===== src/rtl/mem_arbiter.sv =====
// mem_arbiter: DMEM/IMEM arbiter onto one shared memory port, at most one transaction outstanding.
// Define MEM_ARB_STARVE_GUARD_EN to let IMEM win after STARVE_MAX consecutive contested DMEM grants.
module mem_arbiter #(
  parameter int STARVE_MAX = 3
) (
  input  logic        clk,
  input  logic        rst,
  input  logic        imem_req_valid,
  output logic        imem_req_ready,
  input  logic [31:0] imem_req_addr,
  output logic        imem_rsp_valid,
  input  logic        imem_rsp_ready,
  output logic [31:0] imem_rsp_data,
  input  logic        dmem_req_valid,
  output logic        dmem_req_ready,
  input  logic [31:0] dmem_req_addr,
  input  logic [31:0] dmem_req_wdata,
  input  logic [3:0]  dmem_req_wstrb,
  output logic        dmem_rsp_valid,
  input  logic        dmem_rsp_ready,
  output logic [31:0] dmem_rsp_data,
  output logic        mem_req_valid,
  input  logic        mem_req_ready,
  output logic [31:0] mem_req_addr,
  output logic [31:0] mem_req_wdata,
  output logic [3:0]  mem_req_wstrb,
  input  logic        mem_rsp_valid,
  output logic        mem_rsp_ready,
  input  logic [31:0] mem_rsp_data
);
  localparam logic [1:0] IDLE = 2'd0, REQ = 2'd1, RSP = 2'd2;
  logic [1:0]  state;
  logic        owner_d;
  logic [31:0] addr_q, wdata_q;
  logic [3:0]  wstrb_q;
  logic        idle, rsp, d_win, grant_d, grant_i;
`ifdef MEM_ARB_STARVE_GUARD_EN
  logic [3:0] starve;
  assign d_win = dmem_req_valid && !(imem_req_valid && starve >= 4'(STARVE_MAX));
  always_ff @(posedge clk or posedge rst)
    if (rst) starve <= '0;
    else if (grant_i) starve <= '0;
    else if (grant_d && imem_req_valid && starve != 4'hf) starve <= starve + 4'd1;
`else
  assign d_win = dmem_req_valid;
`endif
  // readies are masked by rst so nothing is granted while reset is held
  assign idle    = state == IDLE && !rst;
  assign rsp     = state == RSP;
  assign grant_d = idle && d_win;
  assign grant_i = idle && imem_req_valid && !d_win;
  always_ff @(posedge clk or posedge rst)
    if (rst) begin
      state   <= IDLE;
      owner_d <= 1'b0;
      addr_q  <= '0;
      wdata_q <= '0;
      wstrb_q <= '0;
    end else if (grant_d || grant_i) begin
      state   <= REQ;
      owner_d <= grant_d;
      addr_q  <= grant_d ? dmem_req_addr : imem_req_addr;
      wdata_q <= grant_d ? dmem_req_wdata : '0;
      wstrb_q <= grant_d ? dmem_req_wstrb : '0;
    end else if (state == REQ && mem_req_ready) begin
      state <= RSP;
    end else if (rsp && mem_rsp_valid && mem_rsp_ready) begin
      state <= IDLE;
    end
  assign imem_req_ready = grant_i;
  assign dmem_req_ready = grant_d;
  assign mem_req_valid  = state == REQ;
  assign mem_req_addr   = addr_q;
  assign mem_req_wdata  = wdata_q;
  assign mem_req_wstrb  = wstrb_q;
  assign mem_rsp_ready  = rsp && (owner_d ? dmem_rsp_ready : imem_rsp_ready);
  assign imem_rsp_valid = rsp && !owner_d && mem_rsp_valid;
  assign dmem_rsp_valid = rsp && owner_d && mem_rsp_valid;
  assign imem_rsp_data  = rsp && !owner_d ? mem_rsp_data : '0;
  assign dmem_rsp_data  = rsp && owner_d ? mem_rsp_data : '0;
endmodule


===== config.mk =====
export PLATFORM = sky130hd
export DESIGN_NAME = mem_arbiter
export DESIGN_NICKNAME = d
export VERILOG_FILES = /design/src/rtl/mem_arbiter.sv
export SDC_FILE = /design/constraint.sdc
export NUM_CORES = 1
export LEC_CHECK = 0
export CORE_AREA = 2 2 109 111
export CTS_CLUSTER_DIAMETER = 120
export DETAILED_ROUTE_END_ITERATION = 8
export DIE_AREA = 0 0 111 113
export PLACE_DENSITY = 0.77
export SLEW_MARGIN = 20
export SYNTH_ARGS = -nofsm -noshare
export SYNTH_HDL_FRONTEND = slang
export SYNTH_SLANG_ARGS = --single-unit

===== constraint.sdc =====
create_clock -name clk -period 6.1 [get_ports clk]
set_clock_uncertainty 0.1 [all_clocks]
set_input_delay 0.61 -clock clk [delete_from_list [all_inputs] [get_ports clk]]
set_output_delay 0.61 -clock clk [all_outputs]
set_load 0.05 [all_outputs]

==> metrics, run 1 <==
DRC viols=0; post-CTS resize count=0; initial antenna violation count=1; most frequent cells in the layout=clkdlybuf4s50_1 (277), dfrtp_1 (71), and2_1 (37); Pleak=roughly 2.8 nW; Placer Congestion=0.8120; final setup margin=2.763 ns; area growth from synthesis to layout=87.58%; status=completed; largest net degree at the start of global routing=between 60 and 70; Mapped Area=about 3600 um2; via density per instance=about 5; Synth area leader=dfrtp_1; Congestion Overflow GR=0; synthesized flop and latch total=slightly above 70; post-DP HPWL=9853 um; syn nets=470; Final Hold Fails=0; number of antenna diodes=0; CTS tree=yes; Nets=729; Post-CTS Setup Inserts=0; crit path DAT=2.63 ns; clock slew at reported path FFs=~0.05 ns; Detailed Routing Iterations Pass 1=4; core area=11270 um2; clock period minus worst slack=approximately 3.3 ns; WP data required=about 5.4 ns; H-tree Lvls=3; Startpoint Class=flop; final setup fails=0; vias in the first global route=slightly below 4000; global-route wire length before repair=between 20000 and 25000 um; commonest non-fill, non-tap cell in the layout=clkdlybuf4s50_1; Clock Tree Buf Depth=2; f_max=0.2997 GHz; RSZ-0062 raised after global routing=no; WL per Instance=roughly 18 um; Root Buffer=clkbuf_16; # clock sinks=71; worst skew pair latency=0.32 ns; dpl ws=between 2 and 3 ns; Die H=113 um; sequential area share after synthesis=between 40% and 50%; EDFF count, synth=0; slowest CP cell=clkdlybuf4s50_1; starting DRC count in detailed routing=between 200 and 300; # IOs=approximately 280; drt total wl=13510 um; row count=39; Hold Buf Count CTS=0; Slew Limit Fails=0; worst hold path type=reg2reg; CP Max Fanout=37; final period utilization=54.71%; yosys synthesis warning count=0; maximum vdd drop=slightly above 0.3 mV; Setup TNS=0 ns; Vias=3774; syn_area_per_cell=between 10 and 15 um2; Max-Cap Viols=0; Die Wd=around 110 um; Synth top area share=48.98%; CP peak stage delay=0.81 ns; Netlist cell types=30; critical path class=reg2out; overall power=0.004060 W; total CTS buffers=9; async set-reset flop share out of synthesis=between 90% and 100%; ys flop type=dfrtp_1; Area contributors post-synth=dfrtp_1 (49%), a22o_1 (8.7%), a22oi_2 (8.6%); die area=around 13000 um2; CP cell instances=nor2_1 > buf_4 > and2_1 > clkdlybuf4s50_1; pwr dens=596.7 nW/um2; Layout Utilization=about three fifths; layout cells sized above 1=between 8 and 9%; Total GRT Usage=about a fifth; Gate Count Post-Synth=between 300 and 400; Rel. slew slack=slightly below 30%; initial core utilization=around a third; Buffers on Ports=between 200 and 300; Final ANT Viol Nets=0; Critical Path End Type=output port; Least-Margin Pin Slew=1.052 ns
-- cell usage after synthesis (3+ instances only) --
cell type  instances
a31oi_1            5
inv_1              4
o21ai_0            3
buf_4              4
buf_2             10
a22o_1            36
dfrtp_1           71
o2bb2ai_1          5
clkbuf_1          17
and2_1            37
a32oi_1           26
nand2_1           29
buf_6              4
a22oi_2           25
and3_1            33
nor2_1             5
-- cell type report --
cell class | count | area [um2]
Multi-Input combinational cell | 219 | 1667
Sequential cell | 71 | 1777
Tap cell | 143 | 178.9
Timing Repair Buffer | 284 | 2845
Clock inverter | 6 | 92.59
Inverter | 4 | 15.01
Clock buffer | 10 | 229.0
Fill cell | 949 | 4468
-- logic make-up after synthesis --
| kind of cell | count (synthesis) | share of synthesized area [%] |
|---|---|---|
| flops | 71 | 48.98 |
| mux | 1 | 0.2760 |
| compound gates | 104 | 26.84 |
| simple gates | 114 | 18.07 |
| buf+inv | 40 | 5.830 |
-- flip-flops by register name, indices dropped and copies added, names as in the netlist --
name and flops:
mem_req_addr 32, mem_req_wdata 32, mem_req_wstrb 4, state 2, owner_d 1
-- final timing paths --
kind | from | depth (start not counted) | end | slack [ns]
max reg2reg | state[1] | 3 | mem_req_wdata[18] | 4.02
min | mem_req_addr[3] | 1 | mem_req_addr[3] | 0.39
min reg2reg | mem_req_addr[3] | 1 | mem_req_addr[3] | 0.39
max in group asynchronous | rst | 3 | mem_req_wstrb[0] | 4.17
min in group asynchronous | rst | 2 | state[0] | 0.73
max | owner_d | 4 | imem_rsp_data[9] | 2.76
-- power by group --
| part | total, W | internal (W) | switching [W] | leakage, nW |
|---|---|---|---|---|
| combinational | 0.00260 | 0.000939 | 0.00166 | 1.83 |
| sequential | 0.000902 | 0.000694 | 0.000209 | 0.860 |
| clock | 0.000560 | 0.000360 | 0.000200 | 0.149 |
| total | 0.00406 | 0.00199 | 0.00207 | 2.84 |
-- through the flow --
stage,hold slack [ns],area [um2],instances
2_1_floorplan,0.5015,3627,330
3_3_place_gp,0.3760,6450,720
3_5_place_dp,0.3806,6450,720
4_1_cts,0.3942,6771,736
5_1_grt,0.4092,6804,737
6_report,0.3873,6804,737
-- per-layer routing --
| metal | vias to the layer above | GRT usage (%) | share of wire, % |
|---|---|---|---|
| li1 | 1758 | - | - |
| met1 | 1845 | 26.67 | 42 |
| met2 | 155 | 33.82 | 49 |
| met3 | 14 | 5.678 | 7.2 |
| met4 | 2 | 6.167 | 1.0 |
| met5 | - | 0 | 0.081 |
-- worst max-delay path: cells and delay by family (launching register included) --
family                 cells  cell delay [ns]
buffers and inverters      2             1.10
DFF                        1             0.75
and+or+nand+nor            2             0.43
(Power assumes the default switching activity.)
==> inputs of run 2 (changes only) <==
--- a/config.mk
+++ b/config.mk
@@ -5,11 +5,11 @@
 export SDC_FILE = /design/constraint.sdc
 export NUM_CORES = 1
 export LEC_CHECK = 0
-export CORE_AREA = 2 2 109 111
+export CORE_AREA = 2 2 107 109
 export CTS_CLUSTER_DIAMETER = 120
 export DETAILED_ROUTE_END_ITERATION = 8
-export DIE_AREA = 0 0 111 113
-export PLACE_DENSITY = 0.77
+export DIE_AREA = 0 0 109 111
+export PLACE_DENSITY = 0.8
 export SLEW_MARGIN = 20
 export SYNTH_ARGS = -nofsm -noshare
 export SYNTH_HDL_FRONTEND = slang
==> constraint.sdc (replaced) <==
create_clock -name clk -period 3.4 [get_ports clk]
set_clock_uncertainty 0.1 [all_clocks]
set_input_delay 0.34 -clock clk [delete_from_list [all_inputs] [get_ports clk]]
set_output_delay 0.34 -clock clk [all_outputs]
set_load 0.05 [all_outputs]
==> metrics, run 2 (synthesis results as in run 1) <==
starting DRC count in detailed routing=146; Fill cells=around 940; initial antenna violation count=0; commonest non-fill, non-tap cell in the layout=clkdlybuf4s50_1; layout cells sized above 1=20.90%; largest net degree at the start of global routing=50; via density per instance=4.997; critical path class=in2out; Final ANT Viol Nets=0; # IOs=278; clock period minus worst slack=2.733 ns; pwr dens=between 1000 and 1500 nW/um2; total CTS buffers=9; worst skew pair latency=about 0.32 ns; Pleak=just under 3 nW; core area=about 11000 um2; Total GRT Usage=between 20% and 30%; maximum vdd drop=between 0.5 and 0.6 mV; Root Buffer=clkbuf_16; status=completed; f_max=0.3659 GHz; crit path DAT=about 2.3 ns; post-CTS resize count=0; worst hold path type=reg2reg; GR met2 Demand/Resource=34.58%; Vias=3703; clock slew at reported path FFs=approximately 0.06 ns; initial core utilization=about a third; H-tree Lvls=3; met1 usage=about a quarter; DRC viols=0; Fin Hold WS=about 0.4 ns; Congestion Overflow GR=0; Die Wd=approximately 110 um; die area=approximately 12000 um2; row count=39; Slew Limit Fails=0; Buffers on Ports=~280; Detailed Routing Iterations Pass 1=7; most frequent cells in the layout=clkdlybuf4s50_1 (211), buf_4 (76), dfrtp_1 (71); vias in the first global route=~3800; WP data required=around 3 ns; Setup TNS=0 ns; final period utilization=approximately four fifths; Post-CTS Setup Inserts=0; Nets=roughly 730; GRT met3 Usage=under 10%; drt total wl=~13000 um; final setup fails=0; # clock sinks=slightly above 70; RSZ-0062 raised after global routing=no; Final Hold Fails=0; GR peak layer=met2; Startpoint Class=input pin; Die H=around 110 um; Clock Tree Buf Depth=2; CP Max Fanout=5; Max-Cap Viols=0; Rel. slew slack=between 30 and 40%; post-DP HPWL=approximately 9700 um; Least-Margin Pin Slew=1.008 ns; Placer Congestion=~0.85; area growth from synthesis to layout=83.13%; CTS tree=yes; WL per Instance=between 15 and 20 um; Hold Buf Count CTS=0; global-route wire length before repair=roughly 20000 um; Critical Path End Type=output port; number of antenna diodes=0
run 2: path summary, 6_finish.rpt:
kind,cells after the start,end,slack (ns),startpoint
setup / recovery,5,imem_req_ready,0.67,rst
hold / removal,1,mem_req_addr[3],0.39,mem_req_addr[3]
setup reg to reg,4,mem_req_wdata[9],1.38,state[1]
hold reg to reg,1,mem_req_addr[3],0.39,mem_req_addr[3]
max in group asynchronous,3,mem_req_wdata[23],2.08,rst
min in group asynchronous,2,state[1],0.49,rst
run 2: where the power goes:
group / internal (W) / leakage (nW) / total, W / switching, W
registers: 0.00125 / 0.860 / 0.00160 / 0.000357
logic: 0.00161 / 1.96 / 0.00459 / 0.00298
clock network: 0.000578 / 0.148 / 0.000944 / 0.000366
total: 0.00343 / 2.97 / 0.00714 / 0.00370
run 2: stage by stage:
step	area, um2	std cells	total power, W	util [%]	worst slack (ns)
after CTS	6643	741	0.007185	59.97	0.6488
after floorplan	3627	330	0.004675	-	1.163
after global routing	6643	741	0.007446	59.97	0.4886
final	6643	741	0.007136	59.97	0.6671
after global placement	6335	725	0.006135	57.19	0.6964
after detailed placement	6337	725	0.006214	57.21	0.6617
run 2: cell type report:
class	instances	area, um2	area share [%]
Clock buffer	9	225.2	3.390
Tap cell	143	178.9	2.694
Inverter	4	15.01	0.2260
Timing Repair Buffer	288	2703	40.69
Sequential cell	71	1777	26.75
Clock inverter	7	80.08	1.206
Multi-Input combinational cell	219	1664	25.05
run 2: worst max-delay path: stages:
cell and delay [ns]:
clkdlybuf4s50_1 0.56, nor3_2 0.33, nand2_1 0.12, nor2_1 0.11
clkdlybuf4s50_1 0.84
run 2: metal layers:
| layer | part of all wire [%] | vias to the layer above |
|---|---|---|
| met5 | 0 | - |
| met3 | 7.7 | 13 |
| met4 | 1.2 | 0 |
| met2 | 49 | 148 |
| li1 | - | 1765 |
| met1 | 42 | 1777 |
==> inputs of run 3 (changes only) <==
==> constraint.sdc (replaced) <==
create_clock -name clk -period 2.82 [get_ports clk]
set_clock_uncertainty 0.1 [all_clocks]
set_input_delay 0.282 -clock clk [delete_from_list [all_inputs] [get_ports clk]]
set_output_delay 0.282 -clock clk [all_outputs]
set_load 0.05 [all_outputs]
==> metrics, run 3 (synthesis results as in run 1) <==
drt total wl=around 14000 um; clock slew at reported path FFs=approximately 0.060 ns; r2r setup slk=1.06 ns; critical path class=reg2out; met1 usage=~28%; Vias=3732; Clock Tree Buf Depth=2; Hold Path Sink=mem_req_addr[2]; r2r startpoint=state[1]; Placer Congestion=around 0.84; f_max=between 0.4 and 0.5 GHz; die area=between 10000 and 15000 um2; vias in the first global route=3846; GRT met3 Usage=just over 6%; Slew Limit Fails=0; Layout Utilization=roughly 68%; row count=39; Rel. slew slack=a little over half; Detailed Routing Iterations Pass 1=5; Die Wd=about 110 um; layout cells sized above 1=21.17%; crit path DAT=about 2.1 ns; H-tree Lvls=3; total CTS buffers=9; area growth from synthesis to layout=106.4%; GR met2 Demand/Resource=a little under two fifths; Startpoint Class=flop; Congestion Overflow GR=0; starting DRC count in detailed routing=roughly 260; DRC viols=0; WL per Instance=18.70 um; Fin Hold WS=slightly below 0.4 ns; Worst Reg-to-Reg Cells=3; worst hold path type=reg2reg; status=completed; Total GRT Usage=22.58%; Die H=roughly 110 um; Hold Buf Count CTS=0; r2r endpoint=mem_req_wdata[22]; # clock sinks=71; global-route wire length before repair=around 21000 um; Least-Margin Pin Slew=0.6946 ns; WP data required=between 2 and 2.5 ns; worst skew pair latency=between 0.3 and 0.4 ns; final setup fails=0; Critical Path End Type=output port; commonest non-fill, non-tap cell in the layout=clkdlybuf4s50_1; RSZ-0062 raised after global routing=no; core area=about 11000 um2; maximum vdd drop=about 0.76 mV; final period utilization=between 80 and 90%; clock period minus worst slack=2.494 ns; initial antenna violation count=0; pwr dens=approximately 1300 nW/um2; Max-Cap Viols=0; via density per instance=5.023; Buffers on Ports=approximately 280; Final Hold Fails=0; Pleak=about 3.2 nW; CTS tree=yes; initial core utilization=between 30% and 40%; Setup TNS=0 ns; Post-CTS Setup Inserts=0; Root Buffer=clkbuf_16; CP Max Fanout=10; GR peak layer=met2; worst hold stages=1; Nets=~740; number of antenna diodes=0; # IOs=between 200 and 300; post-CTS resize count=0; Final ANT Viol Nets=0; most frequent cells in the layout=clkdlybuf4s50_1 (210), dfrtp_1 (71), buf_12 (69); post-DP HPWL=10490 um; hold path start=mem_req_addr[2]; largest net degree at the start of global routing=43
[run 3: changes by cell type in the layout (fill, tap and decap cells not counted), sizes merged]
cell / delta
buf: +3
bufinv: -1
clkdlybuf4s50: -1
clkinv: -1
clkinvlp: +1
inv: +1
[run 3: metrics by stage]
step / worst slack [ns] / std cells / total power [W] / cell area (um2)
6_report: 0.3258 / 743 / 0.009372 / 7487
4_1_cts: 0.3301 / 743 / 0.009435 / 7487
5_1_grt: 0.2272 / 743 / 0.009750 / 7487
3_5_place_dp: 0.5493 / 727 / 0.008313 / 7198
2_1_floorplan: 0.6414 / 330 / 0.005636 / 3627
3_3_place_gp: 0.6247 / 727 / 0.008225 / 7198
[run 3: final cells by class]
class                      count  area (um2)
fill                         801        3590
timing repair buffer         290        3566
sequential                    71        1777
multi-input combinational    219        1662
clock buffer                   9       225.2
tap                          143       178.9
clock inverter                 7       63.81
inverter                       4       15.01
[run 3: routing by layer]
metal	up-vias	share of wire [%]
li1	1768	-
met1	1783	39
met2	166	52
met3	15	7.6
met4	0	1.4
met5	-	0
[run 3: worst max-delay path, stage by stage (launching register included)]
cell and delay [ns]:
dfrtp_1 0.59, nand2b_1 0.17, nor3_1 0.19, clkdlybuf4s50_1 0.84
[run 3: power breakdown]
group	internal [W]	switching (W)	total, W
clock	0.000615	0.000462	0.00108
sequential	0.00150	0.000404	0.00191
combinational	0.00259	0.00380	0.00639
[run 3: worst max path at each step]
stage,start,to,slack [ns],cells past startpoint
final,state[1],imem_rsp_valid,0.33,3
after global routing,state[1],imem_rsp_valid,0.23,3
after CTS,state[1],imem_rsp_valid,0.33,3
after detailed placement,dmem_req_valid,mem_req_wdata[13],0.55,4
after global placement,dmem_req_valid,mem_req_wdata[15],0.62,4
after floorplan,rst,mem_req_addr[0],0.64,1
